`config.mk`:
```
export PLATFORM = sky130hd
export DESIGN_NAME = baud_gen_frac
export DESIGN_NICKNAME = d
export VERILOG_FILES = /design/src/rtl/baud_pkg.sv /design/src/rtl/baud_frac_acc.sv /design/src/rtl/baud_gen_frac.sv
export SDC_FILE = /design/constraint.sdc
export NUM_CORES = 1
export LEC_CHECK = 0
export BUFFER_PORTS_ARGS = -buffer_cell sky130_fd_sc_hd__buf_2
export CORE_MARGIN = 2
export CORE_UTILIZATION = 60
export DETAILED_ROUTE_END_ITERATION = 7
export MAX_ROUTING_LAYER = met4
export PLACE_DENSITY_LB_ADDON = 0.2
export SLEW_MARGIN = 40
export SYNTH_ARGS = -nofsm -noshare
export SYNTH_HDL_FRONTEND = slang
export SYNTH_SLANG_ARGS = --single-unit
```
`constraint.sdc`:
```
create_clock -name clk_100MHz -period 3.95 [get_ports clk_100MHz]
set_input_delay 0.79 -clock clk_100MHz [delete_from_list [all_inputs] [get_ports clk_100MHz]]
set_output_delay 0.79 -clock clk_100MHz [all_outputs]
set_load 0.03 [all_outputs]
```
`src/rtl/baud_pkg.sv`:
```
// Shared constants and types for the fractional baud-rate generator.
package baud_pkg;

    localparam int unsigned MIN_DIV = 2;

    // 100 MHz / (baud * 16): integer part plus fraction in 1/16ths
    localparam int unsigned DIV_9600_INT    = 651;
    localparam int unsigned DIV_9600_FRAC   = 1;
    localparam int unsigned DIV_115200_INT  = 54;
    localparam int unsigned DIV_115200_FRAC = 4;

    typedef enum logic [0:0] {
        StIdle,
        StPending
    } load_state_t;

endpackage

```
`src/rtl/baud_frac_acc.sv`:
```
// Fractional phase accumulator: adds act_frac once per sample period and
// reports the carry that stretches the current period by one cycle.
`ifdef BAUD_FRAC_EN
module baud_frac_acc #(
    parameter int unsigned FRAC_W = 4
) (
    input  logic              clk_100MHz,
    input  logic              reset_n,
    input  logic [FRAC_W-1:0] act_frac,
    input  logic              advance,
    input  logic              clear,
    output logic              carry
);

    logic [FRAC_W-1:0] acc_q, acc_d;
    logic [FRAC_W:0]   sum;

    always_comb begin
        sum   = {1'b0, acc_q} + {1'b0, act_frac};
        acc_d = acc_q;
        if (clear) begin
            acc_d = '0;
        end else if (advance) begin
            acc_d = sum[FRAC_W-1:0];
        end
    end

    assign carry = sum[FRAC_W];

    always_ff @(posedge clk_100MHz) begin
        if (!reset_n) begin
            acc_q <= '0;
        end else begin
            acc_q <= acc_d;
        end
    end

endmodule
`endif

```
`src/rtl/baud_gen_frac.sv`:
```
// Runtime-programmable baud-rate generator producing sample and bit ticks.
// Define BAUD_FRAC_EN to include the fractional divisor accumulator.
module baud_gen_frac
    import baud_pkg::*;
#(
    parameter int unsigned DIV_W    = 16,
    parameter int unsigned FRAC_W   = 4,
    parameter int unsigned OSR      = 16,
    parameter int unsigned DEF_INT  = DIV_9600_INT,
    parameter int unsigned DEF_FRAC = DIV_9600_FRAC
) (
    input  logic              clk_100MHz,
    input  logic              reset_n,
    input  logic              en,
    input  logic [DIV_W-1:0]  div_int,
    input  logic [FRAC_W-1:0] div_frac,
    input  logic              div_load,
    input  logic              resync,
    output logic              sample_tick,
    output logic              bit_tick,
    output logic              div_pending
);

    localparam int unsigned OSR_W = $clog2(OSR);

    load_state_t      state_q, state_d;
    logic [DIV_W-1:0] act_int_q, act_int_d;
    logic [DIV_W-1:0] sh_int_q, sh_int_d;
    logic [DIV_W-1:0] cnt_q, cnt_d;
    logic [OSR_W-1:0] osr_q, osr_d;

    logic [DIV_W-1:0] eff;
    logic [DIV_W:0]   limit;
    logic [DIV_W:0]   limit_m1;
    logic             carry;
    logic             apply_tick;
    logic             acc_clear;

    assign eff      = (act_int_q < DIV_W'(MIN_DIV)) ? DIV_W'(MIN_DIV) : act_int_q;
    assign limit    = {1'b0, eff} + {{DIV_W{1'b0}}, carry};
    assign limit_m1 = limit - {{DIV_W{1'b0}}, 1'b1};

    // resync owns the cycle, so it masks any tick that would otherwise land on it
    assign sample_tick = en && !resync && ({1'b0, cnt_q} == limit_m1);
    assign bit_tick    = sample_tick && (osr_q == OSR_W'(OSR - 1));
    assign div_pending = (state_q == StPending);

    assign apply_tick = (state_q == StPending) && sample_tick;
    assign acc_clear  = resync || apply_tick;

`ifdef BAUD_FRAC_EN
    logic [FRAC_W-1:0] act_frac_q, act_frac_d;
    logic [FRAC_W-1:0] sh_frac_q, sh_frac_d;

    baud_frac_acc #(
        .FRAC_W (FRAC_W)
    ) u_frac_acc (
        .clk_100MHz (clk_100MHz),
        .reset_n    (reset_n),
        .act_frac   (act_frac_q),
        .advance    (sample_tick),
        .clear      (acc_clear),
        .carry      (carry)
    );

    always_comb begin
        act_frac_d = act_frac_q;
        sh_frac_d  = sh_frac_q;
        if (resync) begin
            if (div_load) begin
                act_frac_d = div_frac;
            end else if (state_q == StPending) begin
                act_frac_d = sh_frac_q;
            end
        end else begin
            if (apply_tick) begin
                act_frac_d = sh_frac_q;
            end
            if (div_load) begin
                sh_frac_d = div_frac;
            end
        end
    end

    always_ff @(posedge clk_100MHz) begin
        if (!reset_n) begin
            act_frac_q <= FRAC_W'(DEF_FRAC);
            sh_frac_q  <= '0;
        end else begin
            act_frac_q <= act_frac_d;
            sh_frac_q  <= sh_frac_d;
        end
    end
`else
    logic unused_frac;

    assign carry       = 1'b0;
    assign unused_frac = ^{div_frac, FRAC_W'(DEF_FRAC), acc_clear};
`endif

    // Load control: a captured divisor waits for the next tick unless resync forces it in
    always_comb begin
        state_d   = state_q;
        act_int_d = act_int_q;
        sh_int_d  = sh_int_q;
        if (resync) begin
            if (div_load) begin
                act_int_d = div_int;
                state_d   = StIdle;
            end else if (state_q == StPending) begin
                act_int_d = sh_int_q;
                state_d   = StIdle;
            end
        end else begin
            unique case (state_q)
                StIdle: begin
                    if (div_load) begin
                        sh_int_d = div_int;
                        state_d  = StPending;
                    end
                end
                StPending: begin
                    if (sample_tick) begin
                        act_int_d = sh_int_q;
                        state_d   = StIdle;
                    end
                    if (div_load) begin
                        sh_int_d = div_int;
                        state_d  = StPending;
                    end
                end
                default: state_d = StIdle;
            endcase
        end
    end

    always_comb begin
        cnt_d = cnt_q;
        osr_d = osr_q;
        if (resync) begin
            cnt_d = '0;
            osr_d = '0;
        end else if (sample_tick) begin
            cnt_d = '0;
            osr_d = (osr_q == OSR_W'(OSR - 1)) ? '0 : osr_q + OSR_W'(1);
        end else if (en) begin
            cnt_d = cnt_q + DIV_W'(1);
        end
    end

    always_ff @(posedge clk_100MHz) begin
        if (!reset_n) begin
            state_q   <= StIdle;
            act_int_q <= DIV_W'(DEF_INT);
            sh_int_q  <= '0;
            cnt_q     <= '0;
            osr_q     <= '0;
        end else begin
            state_q   <= state_d;
            act_int_q <= act_int_d;
            sh_int_q  <= sh_int_d;
            cnt_q     <= cnt_d;
            osr_q     <= osr_d;
        end
    end

endmodule
```
======== Yosys cells after proc, flatten, opt, wreduce, memory -nomap -nowiden ========
Cells that the tools add are included.
word-level totals
  bits in registers ....................... 53
  input port bits ......................... 25
  output and inout port bits .............. 3
  logic and storage cells ................. 37
operators by class
  $add $sub $neg .......................... 3
  magnitude comparators ................... 1
  eq/ne operators ......................... 2
  muxes and demuxes ....................... 12
  bitwise logic cells ..................... 3
  reductions and logical operators ........ 11
operator list
  cell                   number
  $mux 16                7
  $eq 16x17->1           1
  $sub 16x1->17 const B  1
  $add 16x1->16 const B  1
  $lt 16x2->1 const B    1
  $reduce_bool 2->1      3
  $add 4x1->4 const B    1
  $eq 4x4->1 const B     1
  $mux 4                 1
  $logic_and 1x1->1      3
  $mux 1                 3
  $not 1->1              3
  $reduce_and 3->1       1
  $reduce_or 3->1        1
  $pmux 1 s2             1
  $reduce_and 2->1       1
  $reduce_or 2->1        1
  $logic_not 1->1        1

======== Logic depth before layout (Yosys ltp) ========
Gate-level depths: netlist of run 1.
  depth after elaboration ................. 8
  gate-level depth with buffers ........... 15
  depth with buffers taken out ............ 12

======== Worst setup path before layout of run 1 ========
No wires, ideal clock.
  path type ............................... flip-flop to output port
  start point ............................. reg act_int_q[5]
  end point ............................... out bit_tick
  arrival ................................. 3.510 ns
  data required time ...................... 3.160 ns
  slack ................................... -0.350 ns
  cell stages (with the launch flop) ...... 14
  path buffers ............................ 1
  cells stage by stage .................... dfxtp_1 clkbuf_1 nor4_1 and3_1 nand2_1 nand2_1 ha_1 nor3b_2 xnor2_1 a21oi_1 a2111oi_0 and3_1 nand3_1 nor3_1
on the way
  longest elaborated chain between the ends .. 6
ends and longest elaborated chain
  item                      RTL line              source
  start: declaration        baud_gen_frac.sv:27   logic [DIV_W-1:0] act_int_q, act_int_d;
  start signal: assignment  baud_gen_frac.sv:154  act_int_q <= DIV_W'(DEF_INT);
  start signal: assignment  baud_gen_frac.sv:160  act_int_q <= act_int_d;
  $lt 16x2->1               baud_gen_frac.sv:39   assign eff = (act_int_q < DIV_W'(MIN_DIV)) ? DIV_W'(MIN_DIV) : act_int_q;
  $mux 16 (*)               baud_gen_frac.sv:39
  $sub 16x1->17 (*)         baud_gen_frac.sv:41   assign limit_m1 = limit - {{DIV_W{1'b0}}, 1'b1};
  $eq 16x17->1 (*)          baud_gen_frac.sv:44   assign sample_tick = en && !resync && ({1'b0, cnt_q} == limit_m1);
  $logic_and 1x1->1 (*)     baud_gen_frac.sv:44
  $logic_and 1x1->1 (*)     baud_gen_frac.sv:45   assign bit_tick = sample_tick && (osr_q == OSR_W'(OSR - 1));
  end: declaration          baud_gen_frac.sv:20   output logic bit_tick,
Mark *: on every way between the ends. The rest lies on a longest branch, timed or not.

======== Worst setup path in the final report of run 1 ========
  start point ............................. reg act_int_q[1]
  end point ............................... out bit_tick
Same word-level chain as after synthesis.

==> report_table.html, run 1 <==
<table>
<tr><th>Metric</th><th>Value</th></tr>
<tr><th colspan="2">Run status</th></tr>
<tr><td>Outcome</td><td>completed</td></tr>
<tr><th colspan="2">Job</th></tr>
<tr><td>Max-Cap Viols</td><td>0</td></tr>
<tr><th colspan="2">Pwr</th></tr>
<tr><td>Net Switching</td><td>316 uW</td></tr>
<tr><td>Overall power after layout</td><td>around 1100 uW</td></tr>
<tr><td>Maximum VDD drop</td><td>0.219 mV</td></tr>
<tr><td>Internal power consumption</td><td>around 830 uW</td></tr>
<tr><td>Leakage Power</td><td>roughly 0.0015 uW</td></tr>
<tr><td>Ratio of total power to cell area</td><td>~310 nW/um^2</td></tr>
<tr><td>Switching part of the total power</td><td>27.7%</td></tr>
<tr><td>Clock network fraction of design power</td><td>roughly a third</td></tr>
<tr><td>Part of the power in combinational logic</td><td>15.7%</td></tr>
<tr><td>Sequential fraction of design power</td><td>49.9%</td></tr>
<tr><th colspan="2">Global routing</th></tr>
<tr><td>Wire length of the first global-routing pass</td><td>around 11000 um</td></tr>
<tr><td>GRT Total Usage</td><td>between 20% and 30%</td></tr>
<tr><td>Number of antenna violations at the first check in global routing</td><td>0</td></tr>
<tr><td>Remaining global-route overflow</td><td>0</td></tr>
<tr><td>Number of global-route vias before repair</td><td>2511</td></tr>
<tr><td>Maximum number of pins on one net before global-route repair</td><td>51</td></tr>
<tr><th colspan="2">Setup path</th></tr>
<tr><td>Worst reg2reg endpoint</td><td>act_int_q[7]$_SDFFE_PN1P_</td></tr>
<tr><td>Worst endpoint data arrival time</td><td>approximately 3.1 ns</td></tr>
<tr><td>Reg-to-reg slack, setup</td><td>0.41 ns</td></tr>
<tr><td>Category of the worst setup path capture point</td><td>output port</td></tr>
<tr><td>Launching point of the worst reg2reg path</td><td>act_int_q[1]$_SDFFE_PN1P_</td></tr>
<tr><td>CP Class</td><td>register to output port</td></tr>
<tr><td>Startpoint kind of the worst setup timing path</td><td>register</td></tr>
<tr><td>Maximum fanout along the worst path</td><td>7</td></tr>
<tr><td>Start point of the critical path</td><td>act_int_q[1]$_SDFFE_PN1P_</td></tr>
<tr><td>Depth of the worst register-to-register path</td><td>12</td></tr>
<tr><td>Required time of the critical path</td><td>3.16 ns</td></tr>
<tr><th colspan="2">STA</th></tr>
<tr><td>Number of hold violations in the final report</td><td>0</td></tr>
<tr><td>Worst Hold Slack</td><td>roughly 0.47 ns</td></tr>
<tr><td>Worst max-slew margin expressed relative to the limit</td><td>a little over half</td></tr>
<tr><td>Final period util</td><td>between 90% and 100%</td></tr>
<tr><td>Number of setup violations in the final report</td><td>0</td></tr>
<tr><td>Final Max Tran Viols</td><td>0</td></tr>
<tr><td>Final setup skew</td><td>about 0.0038 ns</td></tr>
<tr><td>Upper clock frequency limit</td><td>0.255 GHz</td></tr>
<tr><td>Least-Margin Pin Slew</td><td>roughly 0.7 ns</td></tr>
<tr><td>Unrepaired setup endpoints after global routing</td><td>true</td></tr>
<tr><td>Final worst path period need</td><td>slightly below 4 ns</td></tr>
<tr><th colspan="2">Clock network</th></tr>
<tr><td>TritonCTS clock tree</td><td>done</td></tr>
<tr><td># H-tree levels</td><td>2</td></tr>
<tr><td>Clk Tree Root Cell</td><td>clkbuf_8</td></tr>
<tr><td>Total clock buffers created by CTS</td><td>5</td></tr>
<tr><td>Clock sink count</td><td>53</td></tr>
<tr><td>Count of hold buffers inserted by post-cts repair</td><td>0</td></tr>
<tr><td>Clk buf depth</td><td>2</td></tr>
<tr><td>Clk_lat worst skew</td><td>0.31 ns</td></tr>
<tr><td>Clock transition at the register clock pins on the worst setup and hold paths after CTS</td><td>0.10 ns</td></tr>
<tr><th colspan="2">Layout</th></tr>
<tr><td>Final standard cell count with taps included and fillers excluded</td><td>between 400 and 500</td></tr>
<tr><td>Number of diodes</td><td>0</td></tr>
<tr><td>Number of nets in the layout</td><td>approximately 440</td></tr>
<tr><td>Share of final-layout standard cells stronger than drive strength 1</td><td>between 20% and 30%</td></tr>
<tr><td>Synthesis-to-layout area growth</td><td>14.1%</td></tr>
<tr><td>Number of fillers in the final layout</td><td>430</td></tr>
<tr><th colspan="2">Placement</th></tr>
<tr><td>Cell count after placement</td><td>approximately 470</td></tr>
<tr><td>Last weighted congestion value of the routability-driven placer</td><td>between 0.8 and 0.9</td></tr>
<tr><td>Count of buffers from port buffering</td><td>23</td></tr>
<tr><td>Detailed placement HPWL</td><td>~4700 um</td></tr>
<tr><th colspan="2">Logic synthesis</th></tr>
<tr><td>Syn nets</td><td>between 400 and 500</td></tr>
<tr><td>Share of synthesized area occupied by flip-flops and latches</td><td>between 30% and 40%</td></tr>
<tr><td>Flops &amp; latches, synth</td><td>53</td></tr>
<tr><td>Most common library cells after synthesis</td><td>nand2_1, dfxtp_1, nor2_1, clkbuf_1, nand3_1</td></tr>
<tr><td>Area of the mapped netlist</td><td>3220 sq um</td></tr>
<tr><td>Library cell occupying the most area in the post-synthesis netlist</td><td>dfxtp_1</td></tr>
<tr><td>Share of the synthesized area in the top cell type</td><td>between 30 and 40%</td></tr>
<tr><td>Distinct cells, synth</td><td>55</td></tr>
<tr><td>Ranking of synthesized cells by area</td><td>dfxtp_1, nand2_1, mux2i_1</td></tr>
<tr><td>Asr flop ratio synth</td><td>0%</td></tr>
<tr><td>Mean cell area of the mapped netlist</td><td>between 8 and 9 sq um</td></tr>
<tr><td>Dominant register cell in the synthesized netlist</td><td>dfxtp_1</td></tr>
<tr><td>Synthesized netlist cell count</td><td>390</td></tr>
<tr><td>EDFF count, synth</td><td>0</td></tr>
<tr><td>YS warnings</td><td>0</td></tr>
<tr><td>Most frequent cell after synthesis</td><td>nand2_1</td></tr>
<tr><th colspan="2">Floorplanning</th></tr>
<tr><td>Row Count</td><td>26</td></tr>
<tr><td>Width of the die</td><td>just under 80 um</td></tr>
<tr><td>Starting Density</td><td>62.6%</td></tr>
<tr><td>Standard cell core area</td><td>just over 5000 sq um</td></tr>
<tr><td>Die ar.</td><td>approximately 6000 sq um</td></tr>
<tr><td>Height of the chip</td><td>77.2 um</td></tr>
<tr><td>Number of ports placed on the die boundary</td><td>28</td></tr>
<tr><th colspan="2">Drt</th></tr>
<tr><td>Violation count after the first detailed-routing iteration</td><td>126</td></tr>
<tr><td>Via total after detailed routing</td><td>between 2000 and 3000</td></tr>
<tr><td>Final routed wirelength across all metal layers</td><td>roughly 6700 um</td></tr>
<tr><td>Remaining number of nets flagged by the antenna check after routing</td><td>0</td></tr>
<tr><td>DR vias/cell</td><td>about 5.7</td></tr>
<tr><td>Residual DRC count</td><td>0</td></tr>
<tr><td>Length of the first detailed-routing pass in iterations</td><td>4</td></tr>
<tr><td>Wire length per cell</td><td>around 14 um</td></tr>
<tr><th colspan="2">Min path</th></tr>
<tr><td>Count of cells along the worst hold path</td><td>2</td></tr>
<tr><td>Hold Startpoint</td><td>sh_int_q[9]$_SDFFE_PN0P_</td></tr>
<tr><td>Worst hold path endpoint</td><td>sh_int_q[9]$_SDFFE_PN0P_</td></tr>
<tr><td>Path category of the worst min-delay check</td><td>register to register</td></tr>
</table>
[critical path: stages, from the launching register on]
cell and delay, ns:
dfxtp_1 0.38, nor3_1 0.49, and2_4 0.26, nor2_2 0.05, ha_4 0.16, nor3b_4 0.16
buf_6 0.14, nand3_1 0.07, o21ai_0 0.10, a2111oi_2 0.33, and3_1 0.22, nand3_2 0.12
nor3_4 0.19, buf_6 0.15
[state kept, by name, summed over array words and instances, names as in the netlist]
| name | flops |
|---|---|
| sh_int_q | 16 |
| cnt_q | 16 |
| osr_q | 4 |
| div_pending | 1 |
| act_int_q | 16 |
[worst max path at each step]
stage | slack, ns | to
final | 0.04 | bit_tick
after global routing | -0.16 | bit_tick
after CTS | 0.03 | bit_tick
after detailed placement | 0.14 | bit_tick
after global placement | 0.21 | bit_tick
after floorplan | 0.03 | bit_tick
[cell families (layout without fill, tap and decap cells)]
| kind of cell | after synthesis | count (layout) | synth area share [%] |
|---|---|---|---|
| multiplexers | 31 | 31 | 10.1 |
| AO/OA/AOI/OAI | 53 | 53 | 12.8 |
| adder cells (fa/ha/maj) | 3 | 3 | 1.17 |
| XOR/XNOR | 29 | 29 | 7.90 |
| flip-flops | 53 | 53 | 33.0 |
| buffers and inverters | 30 | 51 | 4.55 |
| AND/OR/NAND/NOR | 191 | 191 | 30.5 |
[stage by stage]
stage,setup slack (ns),area (sq um),TNS [ns],utilization (%)
6_report,0.0355,3670,0,71.4
5_1_grt,-0.157,3670,-0.264,71.4
4_1_cts,0.0287,3560,0,69.2
3_5_place_dp,0.140,3400,0,66.2
3_3_place_gp,0.207,3400,0,66.2
2_1_floorplan,0.0335,3240,0,-
[layer usage]
metal	track usage (%)	up-vias	part of all wire (%)
met5	-	-	0
met4	6.43	0	0.91
met3	4.47	7	5.0
met2	38.5	56	47
met1	30.6	1273	47
li1	-	1400	-
[layout make-up]
type	count	area (sq um)	share of cell area, %
clock inverter	3	47.5	1.30
inverter	3	11.3	0.307
tap	70	87.6	2.39
clock buffer	5	68.8	1.87
sequential	53	1070	29.2
multi-input combinational	307	2130	57.9
timing repair buffer	40	259	7.06
[power groups by stage]
stage | Clock (uW) | Sequential, uW | Combinational, uW
finish | 393 | 571 | 179
global route | 420 | 574 | 199
global placement | 0 | 580 | 164
floorplan | 0 | 578 | 126
CTS | 402 | 570 | 171
detailed placement | 0 | 581 | 167
[cells in the final DEF (no fill, tap or decap), drive strengths merged, types with 10 or more instances in the layout]
cell type  count
nor2b         10
dfxtp         53
mux2          12
xor2          17
xnor2         12
and3          11
nor2          32
buf           40
nand3         20
a21boi        17
a21oi         11
mux2i         19
nand2         74
[repair_timing]
action,4_1_cts,5_1_grt
endpoints found under the setup margin,2,2
resized for setup,8,22
setup buffers,1,3
endpoints found under the hold margin,0,0
pin swaps,7,11
Note: power is estimated with default switching activity, not from simulation.
==> run 2, diff against run 1 <==
--- a/config.mk
+++ b/config.mk
@@ -11,6 +11,7 @@
 export DETAILED_ROUTE_END_ITERATION = 7
 export MAX_ROUTING_LAYER = met4
 export PLACE_DENSITY_LB_ADDON = 0.2
+export REMOVE_ABC_BUFFERS = 1
 export SLEW_MARGIN = 40
 export SYNTH_ARGS = -nofsm -noshare
 export SYNTH_HDL_FRONTEND = slang
==> run 2 against run 1 <==
Against the previous run: largest power group unchanged; register-to-register slack better by 0.03 ns; combinational power is 4% lower; critical path type unchanged; final area shrank 2.4%; first-iteration DRC count rose by 71%; worst hold slack worse by 0.0014 ns.
==> report_table.html, run 2 (synthesized netlist as in run 1, its figures left out) <==
<table>
<tr><th>Metric</th><th>Value</th></tr>
<tr><th colspan="2">Global routing</th></tr>
<tr><td>Most Crowded Layer GR</td><td>met2</td></tr>
<tr><td>GRT Total Usage</td><td>24.2% (+0.33 points)</td></tr>
<tr><td>Met2 GRT Util</td><td>38.0% (-0.52 points)</td></tr>
<tr><td>Number of antenna violations at the first check in global routing</td><td>0 (unchanged)</td></tr>
<tr><td>Global routing usage on met3</td><td>3.88% (-0.59 points)</td></tr>
<tr><td>Remaining global-route overflow</td><td>0 (unchanged)</td></tr>
<tr><td>Met1 Use GR</td><td>31.1% (+0.44 points)</td></tr>
<tr><td>Maximum number of pins on one net before global-route repair</td><td>51 (unchanged)</td></tr>
<tr><td>Wire length of the first global-routing pass</td><td>11500 um (+1.5%)</td></tr>
<tr><td>Number of global-route vias before repair</td><td>2583 (+2.9%)</td></tr>
<tr><th colspan="2">Pwr</th></tr>
<tr><td>Net Switching</td><td>296 uW (-6.4%)</td></tr>
<tr><td>Sequential fraction of design power</td><td>51.2% (+1.3 points)</td></tr>
<tr><td>Leakage Power</td><td>0.00139 uW (-4.9%)</td></tr>
<tr><td>Ratio of total power to cell area</td><td>311 nW/um^2 (-0.11%)</td></tr>
<tr><td>Internal power consumption</td><td>819 uW (-0.97%)</td></tr>
<tr><td>Part of the power in combinational logic</td><td>15.4% (-0.3 points)</td></tr>
<tr><td>Maximum VDD drop</td><td>0.242 mV (+11%)</td></tr>
<tr><td>Switching part of the total power</td><td>26.6% (-1.1 points)</td></tr>
<tr><td>Clock network fraction of design power</td><td>33.4% (-1.0 points)</td></tr>
<tr><th colspan="2">Drt</th></tr>
<tr><td>Via total after detailed routing</td><td>2698 (-1.4%)</td></tr>
<tr><td>Remaining number of nets flagged by the antenna check after routing</td><td>0 (unchanged)</td></tr>
<tr><td>Final routed wirelength across all metal layers</td><td>6620 um (-0.90%)</td></tr>
<tr><td>Wire length per cell</td><td>13.9 um (about the same)</td></tr>
<tr><td>Violation count after the first detailed-routing iteration</td><td>216 (+71%)</td></tr>
<tr><td>Residual DRC count</td><td>0 (unchanged)</td></tr>
<tr><td>DR vias/cell</td><td>5.66 (-0.56%)</td></tr>
<tr><td>Length of the first detailed-routing pass in iterations</td><td>4 (unchanged)</td></tr>
<tr><th colspan="2">Min path</th></tr>
<tr><td>Worst hold path endpoint</td><td>sh_int_q[4]$_SDFFE_PN0P_</td></tr>
<tr><td>Count of cells along the worst hold path</td><td>2 (unchanged)</td></tr>
<tr><td>Hold Startpoint</td><td>sh_int_q[4]$_SDFFE_PN0P_</td></tr>
<tr><td>Path category of the worst min-delay check</td><td>register to register</td></tr>
<tr><th colspan="2">Clock network</th></tr>
<tr><td># H-tree levels</td><td>2 (unchanged)</td></tr>
<tr><td>Clk Tree Root Cell</td><td>clkbuf_8</td></tr>
<tr><td>TritonCTS clock tree</td><td>done</td></tr>
<tr><td>Clock sink count</td><td>53 (unchanged)</td></tr>
<tr><td>Clk_lat worst skew</td><td>0.31 ns (about the same)</td></tr>
<tr><td>Count of hold buffers inserted by post-cts repair</td><td>0 (unchanged)</td></tr>
<tr><td>Total clock buffers created by CTS</td><td>5 (unchanged)</td></tr>
<tr><td>Clk buf depth</td><td>2 (unchanged)</td></tr>
<tr><td>Clock transition at the register clock pins on the worst setup and hold paths after CTS</td><td>0.10 ns (about the same)</td></tr>
<tr><th colspan="2">Layout</th></tr>
<tr><td>Regs by FF count</td><td>act_int_q x16, cnt_q x16, sh_int_q x16</td></tr>
<tr><td>Number of fillers in the final layout</td><td>446 (+3.7%)</td></tr>
<tr><td>Number of diodes</td><td>0 (unchanged)</td></tr>
<tr><td>Share of final-layout standard cells stronger than drive strength 1</td><td>20.6% (-2.0 points)</td></tr>
<tr><td>Most used cells in the layout excluding fill and tap cells</td><td>nand2_1, dfxtp_1, nor2_1, buf_2</td></tr>
<tr><td>Most common library cell in the layout ignoring fill and taps</td><td>nand2_1</td></tr>
<tr><td>Flip-flop and latch area</td><td>1070 sq um (-0.12%)</td></tr>
<tr><td>Multi-input combinational cell area</td><td>2090 sq um (-1.8%)</td></tr>
<tr><td>Synthesis-to-layout area growth</td><td>11.4%</td></tr>
<tr><td>Number of nets in the layout</td><td>434 (-0.91%)</td></tr>
<tr><th colspan="2">Placement</th></tr>
<tr><td>Detailed placement HPWL</td><td>4690 um (+0.38%)</td></tr>
<tr><td>Count of buffers from port buffering</td><td>23 (unchanged)</td></tr>
<tr><td>Post-Place Worst Slack</td><td>0.106 ns (-0.0336 ns)</td></tr>
<tr><td>Last weighted congestion value of the routability-driven placer</td><td>0.888 (+0.60%)</td></tr>
<tr><th colspan="2">STA</th></tr>
<tr><td>Final setup skew</td><td>0.00910 ns (+0.00526 ns)</td></tr>
<tr><td>Final period util</td><td>97.7% (-1.4 points)</td></tr>
<tr><td>Final worst path period need</td><td>3.86 ns (-0.0551 ns)</td></tr>
<tr><td>Worst Hold Slack</td><td>0.469 ns (-0.00145 ns)</td></tr>
<tr><td>Final Max Tran Viols</td><td>0 (unchanged)</td></tr>
<tr><td>Unrepaired setup endpoints after global routing</td><td>true</td></tr>
<tr><td>Number of setup violations in the final report</td><td>0 (unchanged)</td></tr>
<tr><td>Setup_tns</td><td>0 ns (unchanged)</td></tr>
<tr><td>Least-Margin Pin Slew</td><td>0.710 ns (+0.00377 ns)</td></tr>
<tr><td>Number of hold violations in the final report</td><td>0 (unchanged)</td></tr>
<tr><td>Worst max-slew margin expressed relative to the limit</td><td>52.7% (-0.25 points)</td></tr>
<tr><td>Upper clock frequency limit</td><td>0.259 GHz (+1.4%)</td></tr>
<tr><td>Setup slack after layout</td><td>0.0907 ns (+0.0551 ns)</td></tr>
<tr><th colspan="2">Floorplanning</th></tr>
<tr><td>Die ar.</td><td>5960 sq um (unchanged)</td></tr>
<tr><td>Starting Density</td><td>62.6% (unchanged)</td></tr>
<tr><td>Standard cell core area</td><td>5140 sq um (unchanged)</td></tr>
<tr><td>Width of the die</td><td>77.2 um (unchanged)</td></tr>
<tr><td>Row Count</td><td>26 (unchanged)</td></tr>
<tr><td>Number of ports placed on the die boundary</td><td>28 (unchanged)</td></tr>
<tr><td>Height of the chip</td><td>77.2 um (unchanged)</td></tr>
<tr><th colspan="2">Setup path</th></tr>
<tr><td>Startpoint kind of the worst setup timing path</td><td>register</td></tr>
<tr><td>CP Class</td><td>register to output port</td></tr>
<tr><td>Worst reg2reg endpoint</td><td>act_int_q[9]$_SDFFE_PN1P_</td></tr>
<tr><td>Reg-to-reg slack, setup</td><td>0.44 ns (+0.03 ns)</td></tr>
<tr><td>Category of the worst setup path capture point</td><td>output port</td></tr>
<tr><td>Launching point of the worst reg2reg path</td><td>act_int_q[11]$_SDFFE_PN0P_</td></tr>
<tr><td>Depth of the worst register-to-register path</td><td>13 (+1)</td></tr>
<tr><td>Required time of the critical path</td><td>3.16 ns (about the same)</td></tr>
<tr><td>Worst endpoint data arrival time</td><td>3.07 ns (-0.05 ns)</td></tr>
<tr><td>Maximum fanout along the worst path</td><td>4 (-3)</td></tr>
<tr><th colspan="2">Job</th></tr>
<tr><td>Max-Cap Viols</td><td>0 (unchanged)</td></tr>
<tr><th colspan="2">Run status</th></tr>
<tr><td>Outcome</td><td>completed</td></tr>
</table>
## run 2: metal layers
metal,vias to the layer above,wire [um]
li1,1391,-
met1,1246,3170
met2,49,3100
met3,12,217
met4,0,136
met5,-,0
## run 2: layout make-up
cell class / count / area share [%]
clock inverters: 2 / 1.08
clock buffers: 6 / 2.02
inverters: 3 / 0.314
multi-input cells: 307 / 58.2
well taps: 70 / 2.44
flip-flops and latches: 53 / 29.8
repair buffers: 36 / 6.07
## run 2: metrics by stage
| step | cells | utilization, % | instance area (sq um) | power, uW |
|---|---|---|---|---|
| detailed placement | 467 | 65.6 | 3370 | 745 |
| global placement | 467 | 65.5 | 3370 | 740 |
| global route | 477 | 69.7 | 3580 | 1170 |
| finish | 477 | 69.7 | 3580 | 1120 |
| floorplan | 363 | - | 3080 | 688 |
| CTS | 476 | 68.8 | 3530 | 1120 |
## run 2: how the worst max path moves through the flow
stage	startpoint	to	slack (ns)	cells after the start
final	act_int_q[11]$_SDFFE_PN0P_	bit_tick	0.09	13
after global routing	act_int_q[11]$_SDFFE_PN0P_	bit_tick	-0.10	13
after CTS	act_int_q[10]$_SDFFE_PN0P_	bit_tick	0.006	13
after detailed placement	act_int_q[11]$_SDFFE_PN0P_	bit_tick	0.11	13
after global placement	act_int_q[4]$_SDFFE_PN0P_	bit_tick	0.17	13
after floorplan	act_int_q[12]$_SDFFE_PN0P_	bit_tick	-0.26	12
## run 2: power by group through the flow
stage          Clock [uW]  Combinational (uW)  Sequential, uW
6_report              372                 172             571
5_1_grt               400                 192             574
4_1_cts               380                 167             571
3_5_place_dp            0                 162             583
3_3_place_gp            0                 159             581
2_1_floorplan           0                 106             581
## run 2: critical path: stages, from the launching register on
cell and delay [ns]:
dfxtp_4 0.37, nor4_4 0.30, and3_4 0.25, and2_4 0.15, nor2_2 0.04, ha_4 0.17, nor3b_4 0.16, xnor2_2 0.16
buf_4 0.14, o211a_1 0.22, nor4b_2 0.30, nand3_2 0.13, nor3_2 0.19, buf_4 0.18
## run 2: repair_timing
item,4_1_cts,5_1_grt
cloned,0,0
setup endpoints to repair,2,2
buffers inserted,1,1
endpoints found under the hold margin,0,0
resized for setup,11,14
pin swaps,6,12
==> run 3, diff against run 2 <==
--- a/config.mk
+++ b/config.mk
@@ -7,7 +7,7 @@
 export LEC_CHECK = 0
 export BUFFER_PORTS_ARGS = -buffer_cell sky130_fd_sc_hd__buf_2
 export CORE_MARGIN = 2
-export CORE_UTILIZATION = 60
+export CORE_UTILIZATION = 55
 export DETAILED_ROUTE_END_ITERATION = 7
 export MAX_ROUTING_LAYER = met4
 export PLACE_DENSITY_LB_ADDON = 0.2
==> run 3 against run 2 <==
Against the previous run: sequential share of layout area fell by 0.39 points; die area rose by 8.6%; non-clock buffer count rose by 2; worst hold slack improved by 0.0015 ns; critical endpoint is now sample_tick; clock skew fell by 0.0058 ns; clock power rose by 17%; largest cell class unchanged.
==> report_table.html, run 3 (synthesized netlist as in run 1, its figures left out) <==
<table>
<tr><th>Metric</th><th>Value</th></tr>
<tr><th colspan="2">Clock network</th></tr>
<tr><td>TritonCTS clock tree</td><td>done</td></tr>
<tr><td>Clk buf depth</td><td>2 (unchanged)</td></tr>
<tr><td>Clock transition at the register clock pins on the worst setup and hold paths after CTS</td><td>0.10 ns (about the same)</td></tr>
<tr><td>Total clock buffers created by CTS</td><td>5 (unchanged)</td></tr>
<tr><td>Clk Tree Root Cell</td><td>clkbuf_8</td></tr>
<tr><td>Clock sink count</td><td>53 (unchanged)</td></tr>
<tr><td>Clk_lat worst skew</td><td>0.30 ns (about the same)</td></tr>
<tr><td># H-tree levels</td><td>2 (unchanged)</td></tr>
<tr><th colspan="2">STA</th></tr>
<tr><td>Number of setup violations in the final report</td><td>0 (unchanged)</td></tr>
<tr><td>Upper clock frequency limit</td><td>0.261 GHz (+0.85%)</td></tr>
<tr><td>Worst max-slew margin expressed relative to the limit</td><td>50.7% (-2.0 points)</td></tr>
<tr><td>Number of hold violations in the final report</td><td>0 (unchanged)</td></tr>
<tr><td>Final setup skew</td><td>0.00334 ns (-0.00576 ns)</td></tr>
<tr><td>Final Max Tran Viols</td><td>0 (unchanged)</td></tr>
<tr><td>Final worst path period need</td><td>3.83 ns (-0.0325 ns)</td></tr>
<tr><td>Least-Margin Pin Slew</td><td>0.739 ns (+0.0298 ns)</td></tr>
<tr><td>Unrepaired setup endpoints after global routing</td><td>true</td></tr>
<tr><td>Final period util</td><td>96.9% (-0.82 points)</td></tr>
<tr><td>Setup slack after layout</td><td>0.123 ns (+0.0325 ns)</td></tr>
<tr><td>Worst Hold Slack</td><td>0.470 ns (+0.00149 ns)</td></tr>
<tr><th colspan="2">Floorplanning</th></tr>
<tr><td>Number of ports placed on the die boundary</td><td>28 (unchanged)</td></tr>
<tr><td>Row Count</td><td>27 (+3.8%)</td></tr>
<tr><td>Height of the chip</td><td>80.5 um (+4.2%)</td></tr>
<tr><td>Width of the die</td><td>80.5 um (+4.2%)</td></tr>
<tr><td>Die ar.</td><td>6480 sq um (+8.6%)</td></tr>
<tr><td>Starting Density</td><td>57.7% (-4.9 points)</td></tr>
<tr><td>Standard cell core area</td><td>5570 sq um (+8.4%)</td></tr>
<tr><th colspan="2">Layout</th></tr>
<tr><td>Number of nets in the layout</td><td>436 (+0.46%)</td></tr>
<tr><td>Most common library cell in the layout ignoring fill and taps</td><td>nand2_1</td></tr>
<tr><td>Synthesis-to-layout area growth</td><td>12.6%</td></tr>
<tr><td>Regs by FF count</td><td>act_int_q x16, cnt_q x16, sh_int_q x16</td></tr>
<tr><td>Share of final-layout standard cells stronger than drive strength 1</td><td>20.8% (+0.14 points)</td></tr>
<tr><td>Most used cells in the layout excluding fill and tap cells</td><td>nand2_1, dfxtp_1, nor2_1, buf_2</td></tr>
<tr><td>Final core utilization</td><td>65.0% (-4.7 points)</td></tr>
<tr><td>Number of fillers in the final layout</td><td>482 (+8.1%)</td></tr>
<tr><td>Cell area after layout</td><td>3620 sq um (+1.1%)</td></tr>
<tr><td>Number of diodes</td><td>0 (unchanged)</td></tr>
<tr><th colspan="2">Placement</th></tr>
<tr><td>Detailed placement HPWL</td><td>4800 um (+2.2%)</td></tr>
<tr><td>Total placed instance area</td><td>3380 sq um (+0.30%)</td></tr>
<tr><td>Post-Place Worst Slack</td><td>0.176 ns (+0.0703 ns)</td></tr>
<tr><td>Last weighted congestion value of the routability-driven placer</td><td>0.899 (+1.3%)</td></tr>
<tr><td>Count of buffers from port buffering</td><td>23 (unchanged)</td></tr>
<tr><th colspan="2">Setup path</th></tr>
<tr><td>Category of the worst setup path capture point</td><td>output port</td></tr>
<tr><td>Critical path depth</td><td>14 (+1)</td></tr>
<tr><td>Category of cells accounting for the largest share of critical-path delay</td><td>simple AND/OR/NAND/NOR gates</td></tr>
<tr><td>Depth of the worst register-to-register path</td><td>13 (unchanged)</td></tr>
<tr><td>Ordered cell list for the critical path</td><td>nor4_4, and3_4, and2_4, nor2_1, ha_2, nor3b_4, buf_6, nand3_1, o21ai_1, a2111oi_2, and3_1, nand3_2, nor2_1, buf_4</td></tr>
<tr><td>Crit path max-delay cell type</td><td>dfxtp_4</td></tr>
<tr><td>Required time of the critical path</td><td>3.16 ns (about the same)</td></tr>
<tr><td>Startpoint kind of the worst setup timing path</td><td>register</td></tr>
<tr><td>Worst endpoint data arrival time</td><td>3.04 ns (-0.03 ns)</td></tr>
<tr><td>Most frequent cell on the critical path</td><td>nor2_1</td></tr>
<tr><td>Maximum fanout along the worst path</td><td>4 (unchanged)</td></tr>
<tr><td>CP bufs+invs</td><td>2 (unchanged)</td></tr>
<tr><td>CP Class</td><td>register to output port</td></tr>
<tr><td>Max incr delay on CP</td><td>0.37 ns (about the same)</td></tr>
<tr><th colspan="2">Pwr</th></tr>
<tr><td>Leakage Power</td><td>0.00142 uW (+2.1%)</td></tr>
<tr><td>Ratio of total power to cell area</td><td>326 nW/um^2 (+4.9%)</td></tr>
<tr><td>Maximum VDD drop</td><td>0.250 mV (+3.2%)</td></tr>
<tr><td>Overall power after layout</td><td>1180 uW (+6.0%)</td></tr>
<tr><th colspan="2">Drt</th></tr>
<tr><td>Remaining number of nets flagged by the antenna check after routing</td><td>0 (unchanged)</td></tr>
<tr><td>Via total after detailed routing</td><td>2751 (+2.0%)</td></tr>
<tr><td>Final routed wirelength across all metal layers</td><td>6950 um (+4.9%)</td></tr>
<tr><td>Residual DRC count</td><td>0 (unchanged)</td></tr>
<tr><td>Wire length per cell</td><td>14.4 um (+4.1%)</td></tr>
<tr><td>DR vias/cell</td><td>5.72 (+1.1%)</td></tr>
<tr><td>Length of the first detailed-routing pass in iterations</td><td>4 (unchanged)</td></tr>
<tr><td>Violation count after the first detailed-routing iteration</td><td>219 (+1.4%)</td></tr>
<tr><th colspan="2">Job</th></tr>
<tr><td>Max-Cap Viols</td><td>0 (unchanged)</td></tr>
<tr><th colspan="2">Global routing</th></tr>
<tr><td>Wire length of the first global-routing pass</td><td>11500 um (about the same)</td></tr>
<tr><td>Number of antenna violations at the first check in global routing</td><td>0 (unchanged)</td></tr>
<tr><td>Number of global-route vias before repair</td><td>2492 (-3.5%)</td></tr>
<tr><td>GRT Total Usage</td><td>23.0% (-1.2 points)</td></tr>
<tr><td>Maximum number of pins on one net before global-route repair</td><td>51 (unchanged)</td></tr>
<tr><td>Remaining global-route overflow</td><td>0 (unchanged)</td></tr>
<tr><th colspan="2">Run status</th></tr>
<tr><td>Outcome</td><td>completed</td></tr>
<tr><th colspan="2">Min path</th></tr>
<tr><td>Path category of the worst min-delay check</td><td>register to register</td></tr>
<tr><td>Count of cells along the worst hold path</td><td>2 (unchanged)</td></tr>
</table>
## run 3: worst paths after layout
check	startpoint	slack [ns]	end
setup reg to reg	act_int_q[10]$_SDFFE_PN0P_	0.45	act_int_q[1]$_SDFFE_PN1P_
setup / recovery	act_int_q[10]$_SDFFE_PN0P_	0.12	sample_tick
hold reg to reg	sh_int_q[11]$_SDFFE_PN0P_	0.47	sh_int_q[11]$_SDFFE_PN0P_
hold / removal	sh_int_q[11]$_SDFFE_PN0P_	0.47	sh_int_q[11]$_SDFFE_PN0P_
## run 3: layout make-up
cell class	instances	area (sq um)	share of cell area [%]
Clock inverter	3	65.1	1.80
Tap cell	72	90.1	2.49
Multi-Input combinational cell	307	2080	57.4
Clock buffer	5	68.8	1.90
Inverter	3	11.3	0.311
Timing Repair Buffer	38	240	6.63
Sequential cell	53	1070	29.5
## run 3: where the power goes
part           internal (uW)  switching [uW]
registers                552            20.0
clock network            252             184
logic                   78.5            96.0
total                    882             300
## run 3: layer usage
| metal | track usage (%) | wire length, um | up-vias |
|---|---|---|---|
| met5 | - | 0 | - |
| met4 | 8.31 | 148 | 0 |
| met3 | 3.93 | 347 | 12 |
| met2 | 36.0 | 3170 | 74 |
| met1 | 29.9 | 3290 | 1270 |
| li1 | - | - | 1395 |
## run 3: what timing repair did
item / CTS / global route
setup endpoints to repair: 2 / 2
hold buffers: 0 / 0
pin swaps: 2 / 11
buffers inserted: 1 / 3
gates cloned: 0 / 0
gates resized for setup: 7 / 17
## run 3: tightest hold or removal path: stages, from the launching register on
cell and delay [ns]:
dfxtp_1 0.32, nand2_1 0.05, a21boi_0 0.06
## run 3: through the flow
step,TNS [ns],std cells
2_1_floorplan,-0.259,363
3_5_place_dp,0,470
6_report,0,481
3_3_place_gp,0,470
4_1_cts,0,479
5_1_grt,-0.0642,481
